$ cat config.mk
export PLATFORM = sky130hd
export DESIGN_NAME = game_controller_flat
export DESIGN_NICKNAME = d
export VERILOG_FILES = /design/src/rtl/game_pkg.sv /design/src/rtl/game_controller_if.sv /design/src/rtl/game_controller_sat_counter.sv /design/src/rtl/game_controller.sv /design/src/flat_wrapper.sv
export SDC_FILE = /design/constraint.sdc
export NUM_CORES = 1
export LEC_CHECK = 0
export ABC_AREA = 1
export BUFFER_PORTS_ARGS = -buffer_cell sky130_fd_sc_hd__clkbuf_2
export CAP_MARGIN = 20
export CORE_MARGIN = 2
export CORE_UTILIZATION = 30
export DETAILED_ROUTE_END_ITERATION = 12
export PLACE_DENSITY = 0.5
export SLEW_MARGIN = 20
export SYNTH_ARGS = -nofsm -noshare
export SYNTH_HDL_FRONTEND = slang
export SYNTH_SLANG_ARGS = --single-unit
$ cat constraint.sdc
create_clock -name clk -period 1.6 [get_ports clk]
set_input_delay 0.24 -clock clk [delete_from_list [all_inputs] [get_ports clk]]
set_output_delay 0.24 -clock clk [all_outputs]
set_load 0.01 [all_outputs]
$ cat src/rtl/game_pkg.sv
`default_nettype none
// ============================================================================
//  Module      : game_pkg
//  Description : Shared types and constants for the counter-game controller.
//                Holds the controller state enum, the counter mode encodings
//                (also imported by the counter) and the run result codes.
//  Revision    : 1.0 - initial release
// ============================================================================
package game_pkg;

    // Controller states
    typedef enum logic [1:0] {
        ST_IDLE   = 2'd0,
        ST_LOAD   = 2'd1,
        ST_RUN    = 2'd2,
        ST_REPORT = 2'd3
    } state_t;

    // Counter count-mode encodings (ctrl)
    localparam logic [1:0] UP_ONE   = 2'b00;
    localparam logic [1:0] UP_TWO   = 2'b01;
    localparam logic [1:0] DOWN_ONE = 2'b10;
    localparam logic [1:0] DOWN_TWO = 2'b11;

    // Run outcome codes; LOSER/WINNER match the counter's WHO encoding
    localparam logic [1:0] RES_ABORT   = 2'b00;
    localparam logic [1:0] RES_LOSER   = 2'b01;
    localparam logic [1:0] RES_WINNER  = 2'b10;
    localparam logic [1:0] RES_TIMEOUT = 2'b11;

endpackage
`default_nettype wire

$ cat src/rtl/game_controller_if.sv
`default_nettype none
// ============================================================================
//  Module      : game_controller_if
//  Description : Command/report interface between the sequencer (master) and
//                the game controller (slave).
//                master drives : cmd_valid, cmd_mode, cmd_load, cmd_cycles,
//                                abort
//                slave drives  : cmd_ready, busy, done, result, lose_events,
//                                win_events
//  Revision    : 1.0 - initial release
// ============================================================================
interface game_controller_if #(
    parameter int COUNTER_SIZE = 4,
    parameter int RUN_W        = 8,
    parameter int EVT_W        = 8
);
    logic                    cmd_valid;
    logic                    cmd_ready;
    logic [1:0]              cmd_mode;
    logic [COUNTER_SIZE-1:0] cmd_load;
    logic [RUN_W-1:0]        cmd_cycles;
    logic                    abort;
    logic                    busy;
    logic                    done;
    logic [1:0]              result;
    logic [EVT_W-1:0]        lose_events;
    logic [EVT_W-1:0]        win_events;

    modport master (
        output cmd_valid, cmd_mode, cmd_load, cmd_cycles, abort,
        input  cmd_ready, busy, done, result, lose_events, win_events
    );

    modport slave (
        input  cmd_valid, cmd_mode, cmd_load, cmd_cycles, abort,
        output cmd_ready, busy, done, result, lose_events, win_events
    );
endinterface
`default_nettype wire

$ cat src/rtl/game_controller_sat_counter.sv
`default_nettype none
// ============================================================================
//  Module      : sat_counter
//  Description : EVT_W-bit event counter that sticks at all-ones.
//                clk     in  clock
//                rst_l   in  asynchronous active-low reset
//                i_clr   in  synchronous clear (wins over i_inc)
//                i_inc   in  count one event
//                o_count out current count
//  Revision    : 1.0 - initial release
// ============================================================================
module sat_counter #(
    parameter int EVT_W = 8
) (
    input  wire logic             clk,
    input  wire logic             rst_l,
    input  wire logic             i_clr,
    input  wire logic             i_inc,
    output logic      [EVT_W-1:0] o_count
);
    logic [EVT_W-1:0] r_count;

    always_ff @(posedge clk or negedge rst_l) begin
        if (!rst_l) begin
            r_count <= '0;
        end else if (i_clr) begin
            r_count <= '0;
        end else if (i_inc && (r_count != {EVT_W{1'b1}})) begin
            r_count <= r_count + EVT_W'(1);
        end
    end

    assign o_count = r_count;
endmodule
`default_nettype wire

$ cat src/rtl/game_controller.sv
`default_nettype none
// ============================================================================
//  Module      : game_controller
//  Description : Command-driven driver for the multi-mode counter game.
//                Parks the counter, loads a start value, runs it in the
//                requested mode for cmd_cycles cycles (0 = until GAMEOVER),
//                counts LOSER/WINNER pulses and reports the outcome.
//                clk        in  clock shared with the counter
//                rst_l      in  asynchronous active-low reset
//                cmd        if  command/report interface (slave side)
//                ctrl       out counter count mode
//                INIT       out counter load/park strobe
//                loadValue  out counter start value
//                LOSER, WINNER, GAMEOVER, WHO  in  counter status
//  Revision    : 1.0 - initial release
// ============================================================================
module game_controller
    import game_pkg::*;
#(
    parameter int COUNTER_SIZE = 4,
    parameter int RUN_W        = 8,
    parameter int EVT_W        = 8
) (
    input  wire logic                    clk,
    input  wire logic                    rst_l,
    game_controller_if.slave             cmd,
    output logic      [1:0]              ctrl,
    output logic                         INIT,
    output logic      [COUNTER_SIZE-1:0] loadValue,
    input  wire logic                    LOSER,
    input  wire logic                    WINNER,
    input  wire logic                    GAMEOVER,
    input  wire logic [1:0]              WHO
);
    state_t                  r_state;
    state_t                  w_state_nxt;
    logic [1:0]              r_result;
    logic [1:0]              w_result_nxt;
    logic [RUN_W-1:0]        r_cycles;
    logic [RUN_W-1:0]        r_run_cnt;
    logic [1:0]              r_ctrl;
    logic [COUNTER_SIZE-1:0] r_load;
    logic                    r_ready;
    logic                    r_busy;
    logic                    r_done;
    logic                    r_init;
    logic                    w_accept;
    logic                    w_run_last;
    logic                    w_in_run;

    assign w_accept = cmd.cmd_valid && r_ready;
    assign w_in_run = (r_state == ST_RUN);

    // The count reaches r_cycles on this edge; r_run_cnt holds completed
    // RUN edges, so the exit edge is the one where it would become r_cycles.
    assign w_run_last = (r_cycles != '0) && ((r_run_cnt + RUN_W'(1)) == r_cycles);

    // ------------------------------------------------------------------
    // FSM: state register
    // ------------------------------------------------------------------
    always_ff @(posedge clk or negedge rst_l) begin
        if (!rst_l) begin
            r_state <= ST_IDLE;
        end else begin
            r_state <= w_state_nxt;
        end
    end

    // ------------------------------------------------------------------
    // FSM: next state and next result
    // ------------------------------------------------------------------
    always_comb begin
        w_state_nxt  = r_state;
        w_result_nxt = r_result;
        case (r_state)
            ST_IDLE: begin
                if (w_accept) begin
                    w_state_nxt  = ST_LOAD;
                    w_result_nxt = RES_ABORT;
                end
            end
            ST_LOAD: begin
                w_state_nxt = ST_RUN;
            end
            ST_RUN: begin
                // abort > GAMEOVER > cycle expiry
                if (cmd.abort) begin
                    w_state_nxt  = ST_REPORT;
                    w_result_nxt = RES_ABORT;
                end else if (GAMEOVER) begin
                    // WHO is only valid alongside GAMEOVER
                    w_state_nxt  = ST_REPORT;
                    w_result_nxt = WHO;
                end else if (w_run_last) begin
                    w_state_nxt  = ST_REPORT;
                    w_result_nxt = RES_TIMEOUT;
                end
            end
            ST_REPORT: begin
                w_state_nxt = ST_IDLE;
            end
            default: begin
                w_state_nxt = ST_IDLE;
            end
        endcase
    end

    // ------------------------------------------------------------------
    // Registered outputs, decoded from the next state so they line up
    // with the state they belong to.
    // ------------------------------------------------------------------
    always_ff @(posedge clk or negedge rst_l) begin
        if (!rst_l) begin
            r_ready   <= 1'b1;
            r_busy    <= 1'b0;
            r_done    <= 1'b0;
            r_init    <= 1'b1;
            r_result  <= RES_ABORT;
            r_ctrl    <= UP_ONE;
            r_load    <= '0;
            r_cycles  <= '0;
            r_run_cnt <= '0;
        end else begin
            r_ready  <= (w_state_nxt == ST_IDLE);
            r_busy   <= (w_state_nxt != ST_IDLE);
            r_done   <= (w_state_nxt == ST_REPORT);
            r_init   <= (w_state_nxt != ST_RUN);
            r_result <= w_result_nxt;
            if (w_accept) begin
                r_ctrl    <= cmd.cmd_mode;
                r_load    <= cmd.cmd_load;
                r_cycles  <= cmd.cmd_cycles;
                r_run_cnt <= '0;
            end else if (w_in_run) begin
                r_run_cnt <= r_run_cnt + RUN_W'(1);
            end
        end
    end

    // ------------------------------------------------------------------
    // Per-run event totals
    // ------------------------------------------------------------------
    sat_counter #(.EVT_W(EVT_W)) u_lose_cnt (
        .clk     (clk),
        .rst_l   (rst_l),
        .i_clr   (w_accept),
        .i_inc   (w_in_run && LOSER),
        .o_count (cmd.lose_events)
    );

    sat_counter #(.EVT_W(EVT_W)) u_win_cnt (
        .clk     (clk),
        .rst_l   (rst_l),
        .i_clr   (w_accept),
        .i_inc   (w_in_run && WINNER),
        .o_count (cmd.win_events)
    );

    assign cmd.cmd_ready = r_ready;
    assign cmd.busy      = r_busy;
    assign cmd.done      = r_done;
    assign cmd.result    = r_result;
    assign ctrl          = r_ctrl;
    assign INIT          = r_init;
    assign loadValue     = r_load;
endmodule
`default_nettype wire

$ cat src/flat_wrapper.sv
// flat-port wrapper written by rule: the top's interface ports become plain ports
module game_controller_flat import game_pkg::*;
#(
    parameter int COUNTER_SIZE = 4,
    parameter int RUN_W        = 8,
    parameter int EVT_W        = 8
)
  (clk, rst_l, ctrl, INIT, loadValue, LOSER, WINNER, GAMEOVER, WHO, cmd_cmd_valid, cmd_cmd_mode, cmd_cmd_load, cmd_cmd_cycles, cmd_abort, cmd_cmd_ready, cmd_busy, cmd_done, cmd_result, cmd_lose_events, cmd_win_events);
  game_controller_if #(.COUNTER_SIZE(COUNTER_SIZE), .RUN_W(RUN_W), .EVT_W(EVT_W)) cmd_i ();
  input  wire logic clk;
  input  wire logic rst_l;
  output logic      [1:0] ctrl;
  output logic INIT;
  output logic      [COUNTER_SIZE-1:0] loadValue;
  input  wire logic LOSER;
  input  wire logic WINNER;
  input  wire logic GAMEOVER;
  input  wire logic [1:0] WHO;
  input wire logic [$bits(cmd_i.cmd_valid)-1:0] cmd_cmd_valid;
  input wire logic [$bits(cmd_i.cmd_mode)-1:0] cmd_cmd_mode;
  input wire logic [$bits(cmd_i.cmd_load)-1:0] cmd_cmd_load;
  input wire logic [$bits(cmd_i.cmd_cycles)-1:0] cmd_cmd_cycles;
  input wire logic [$bits(cmd_i.abort)-1:0] cmd_abort;
  output wire logic [$bits(cmd_i.cmd_ready)-1:0] cmd_cmd_ready;
  output wire logic [$bits(cmd_i.busy)-1:0] cmd_busy;
  output wire logic [$bits(cmd_i.done)-1:0] cmd_done;
  output wire logic [$bits(cmd_i.result)-1:0] cmd_result;
  output wire logic [$bits(cmd_i.lose_events)-1:0] cmd_lose_events;
  output wire logic [$bits(cmd_i.win_events)-1:0] cmd_win_events;
  assign cmd_i.cmd_valid = cmd_cmd_valid;
  assign cmd_i.cmd_mode = cmd_cmd_mode;
  assign cmd_i.cmd_load = cmd_cmd_load;
  assign cmd_i.cmd_cycles = cmd_cmd_cycles;
  assign cmd_i.abort = cmd_abort;
  assign cmd_cmd_ready = cmd_i.cmd_ready;
  assign cmd_busy = cmd_i.busy;
  assign cmd_done = cmd_i.done;
  assign cmd_result = cmd_i.result;
  assign cmd_lose_events = cmd_i.lose_events;
  assign cmd_win_events = cmd_i.win_events;
  game_controller #(.COUNTER_SIZE(COUNTER_SIZE), .RUN_W(RUN_W), .EVT_W(EVT_W)) u_core (.clk(clk), .rst_l(rst_l), .cmd(cmd_i), .ctrl(ctrl), .INIT(INIT), .loadValue(loadValue), .LOSER(LOSER), .WINNER(WINNER), .GAMEOVER(GAMEOVER), .WHO(WHO));
endmodule
==> impl_metrics.ini <==
[status]
status = finished, violations left
violations = negative setup slack

[synthesis]
synth_edf_count = 0
synth_area_sq_mm = 0.00239
yosysUniqueCellTypes = 28
synth_area_leaders = dfrtp_1, nand2_1, nand3_1
async_reset_ff_share_pct = 100
synth_top_area_share_pct = 46.0
synth_compound_area_share_pct = 9.78
yosys.area_share.simple_pct = 30.4
netlist_instances = 310
synth_common_cells = nand2_1, dfrtp_1, inv_1, nand3_1, o21ai_0
syn-mean-instance-area_sq_um = 7.72
seq_area_frac_synth_pct = 48.2
synth_xor_area_share_pct = 1.10
muxShareOfSynthArea_pct = 0
yosys.area_share.adder_pct = 2.62
synth_top_area_cell = dfrtp_1
synth_fp_nets = 338
synth_warnings = 0
ys_ff_latch = 46
synth_most_common_cell = nand2_1
dominantRegCellSynth = dfrtp_1
synth_top_family_by_area = simple AND/OR/NAND/NOR gates

[global_route]
grt_first_pass_wirelength_microns = 10100
grt_max_degree = 27
globalRouteMet2Util_pct = 22.8
grt_pass1_vias = 2225
grt_use_total_pct = 14.4
grt_util_met1_pct = 19.9
overflow = 0
top_usage_layer = met2
use_met3_pct = 2.74
antenna_found_initial = 0

[route]
route.vias.total = 2247
wl_per_cell_microns = 11.9
viasPerCell = 4.54
drc = 0
drtIter0Drc = 80
ant_nets = 0
wl_microns = 5910
drtPass1Iterations = 4

[pwr]
switching_share_pct = 40.7
vdd_ir_drop_max_mv = 0.799
p_switching_uw = 1830
p_leak_uw = 0.00159
seqPwrFrac_pct = 39.2
powerDensity_mw_per_mm2 = 1410
clkPwrFrac_pct = 15.3
combPwrFrac_pct = 45.5
p_int_uw = 2660

[placed_design]
placed_cells = 478
dp_hpwl_microns = 4440
place.gp.congestion = 0.873
dpl_cell_area_sq_mm = 0.00293
portBuffers = 50

[critical_path]
endpoint_kind = register
r2r_setup_slack_ns = -0.07
required_ns = 1.75
cp_max_fo = 5
reg2reg_to = u_core.cmd.busy
startpoint_type = register
cp_common_cell = nand2_1
crit_type = reg2reg
worst-r2r-cell-count = 12
worst_ep_arrival_time_ns = 1.82
path_cells = ha_4 > or2_1 > nand2_2 > nand2_1 > nand2_1 > nor2_1 > nand2_1 > nor2_1 > nand2_1 > nand2_1 > nand2_2 > nand3_2
cp_slowest_cell = dfrtp_2
slowest_delay_ns = 0.43
crit_path_start = u_core.r_run_cnt[0]
rr_startpoint = u_core.r_run_cnt[0]

[cts]
h-tree-depth = 2
numCtsBuffers = 5
clockRootBuffer = clkbuf_8
path_clk_slew_ns = 0.08
cts.sink_count = 46
cts_tree = done
clock_latency_ns = 0.30
cts.path.max_buffers = 2

[final_layout]
seq_area_sq_mm = 0.00115
area_growth_pct = 32.6
drive_above_1_share_pct = 32.1
nets = 421
diodes = 0
finalNonFillerCells = 495
multiInputGateArea_sq_mm = 0.00115
design_area_sq_mm = 0.00317
fillers = 803

[floorplanning]
ioPinCount = 51
core-area_sq_mm = 0.00773
die_y_microns = 93.3
num_rows = 32
die-area_sq_mm = 0.00870
start_util_pct = 31.0
chipWidth_microns = 93.3

[worst_hold_path]
hold_end = u_core.loadValue[1]
worstHoldStart = cmd_cmd_load[1]
hp-class = in2reg
holdPathStages = 3

[timing]
setup_violations = 7
worst_slack_ns = -0.0689
fin_crit_sh_pct = 104
hold_viol = 0
tightest_slew_ns = 0.557
clock_skew_ns = 0.00822
period_minus_slack_ns = 1.67
fmax_ghz = 0.599
drv_slew = 0
rsz0062_at_grt = true
maxSlewHeadroom_pct = 62.4

[run]
maxCapViolCount = 0
## routing by layer
metal	up-vias	routed length, microns
li1	1160	-
met3	10	204
met4	0	99
met5	-	0
met1	1030	2780
met2	47	2830
## layout make-up
class	instances	area share, %
clock buffer	6	2.29
clock inverter	1	0.237
inverter	41	4.93
multi-input combinational	217	36.2
sequential	46	36.4
tap	102	4.02
timing repair buffer	82	15.9
## placed cells by master, fill, tap and decap left out, types with 2 or more instances in the layout
master	synthesis	routed
nand3_1	30	25
nand3_2	1	5
o31ai_1	2	2
nor2_4	2	2
ha_4	0	2
o21ai_0	27	21
or2_2	3	3
clkbuf_8	0	5
dfrtp_1	44	43
xor2_1	2	2
a21oi_1	10	9
nor2_1	20	18
nand2_2	5	9
nor3_1	3	2
ha_1	5	2
inv_2	2	4
inv_1	39	36
o22ai_1	4	4
nand2_1	92	87
clkbuf_2	0	50
o21ai_1	0	6
nand4_1	5	5
buf_4	1	30
dfstp_2	2	2
nor2_2	1	3
## per-stage QoR
step | total power [uW] | hold slack (ns) | setup TNS (ns) | setup slack (ns) | utilization, %
global route | 4890 | 0.121 | -1.75 | -0.260 | 41.1
global placement | 3630 | 0.240 | -0.223 | -0.0577 | 37.9
detailed placement | 3650 | 0.236 | -0.382 | -0.0926 | 37.9
floorplan | 2900 | -0.0556 | 0 | 0.00250 | -
finish | 4490 | 0.131 | -0.311 | -0.0689 | 41.1
CTS | 4460 | 0.121 | -0.317 | -0.0801 | 39.6
## power groups by stage
stage | sequential (uW) | clock, uW | combinational, uW
6_report | 1760 | 688 | 2040
5_1_grt | 1820 | 764 | 2310
4_1_cts | 1760 | 731 | 1970
3_5_place_dp | 1780 | 0 | 1870
3_3_place_gp | 1780 | 0 | 1850
2_1_floorplan | 1860 | 0 | 1050
## how the worst max path moves through the flow
stage,depth (start not counted),endpoint
global route,13,u_core.cmd.done
finish,12,u_core.cmd.busy
detailed placement,12,u_core.cmd.result[0]
CTS,13,u_core.cmd.done
global placement,14,u_core.cmd.result[0]
floorplan,12,u_core.cmd.result[0]
## state kept, by name (all words and copies together), names as in the netlist
name and flops:
u_core.INIT 1, u_core.cmd.result 2, u_core.cmd.done 1, u_core.u_lose_cnt.o_count 8, u_core.u_win_cnt.o_count 8, u_core.ctrl 2
u_core.r_run_cnt 8, u_core.loadValue 4, u_core.r_cycles 8, u_core.cmd.cmd_ready 1, u_core.r_state 2, u_core.cmd.busy 1
## cells by family after synthesis
kind of cell             Yosys count
adder cells (fa/ha/maj)            5
flip-flops                        46
XOR/XNOR                           3
buffers and inverters             47
AND/OR/NAND/NOR                  165
AO/OA/AOI/OAI                     44
## worst max-delay path: cells and delay by family, from the launching register on
kind          cells  cell delay (ns)
flops             1             0.43
fa+ha+maj         1             0.18
simple gates     11             0.93
## repair_timing
action / in CTS / in global routing
hold endpoints to repair: 16 / 0
pin swaps: 8 / 12
setup buffers: 3 / 6
setup endpoints to repair: 7 / 16
hold buffers: 1 / 0
resized for setup: 6 / 24
Power figures use the tool's default switching activity.
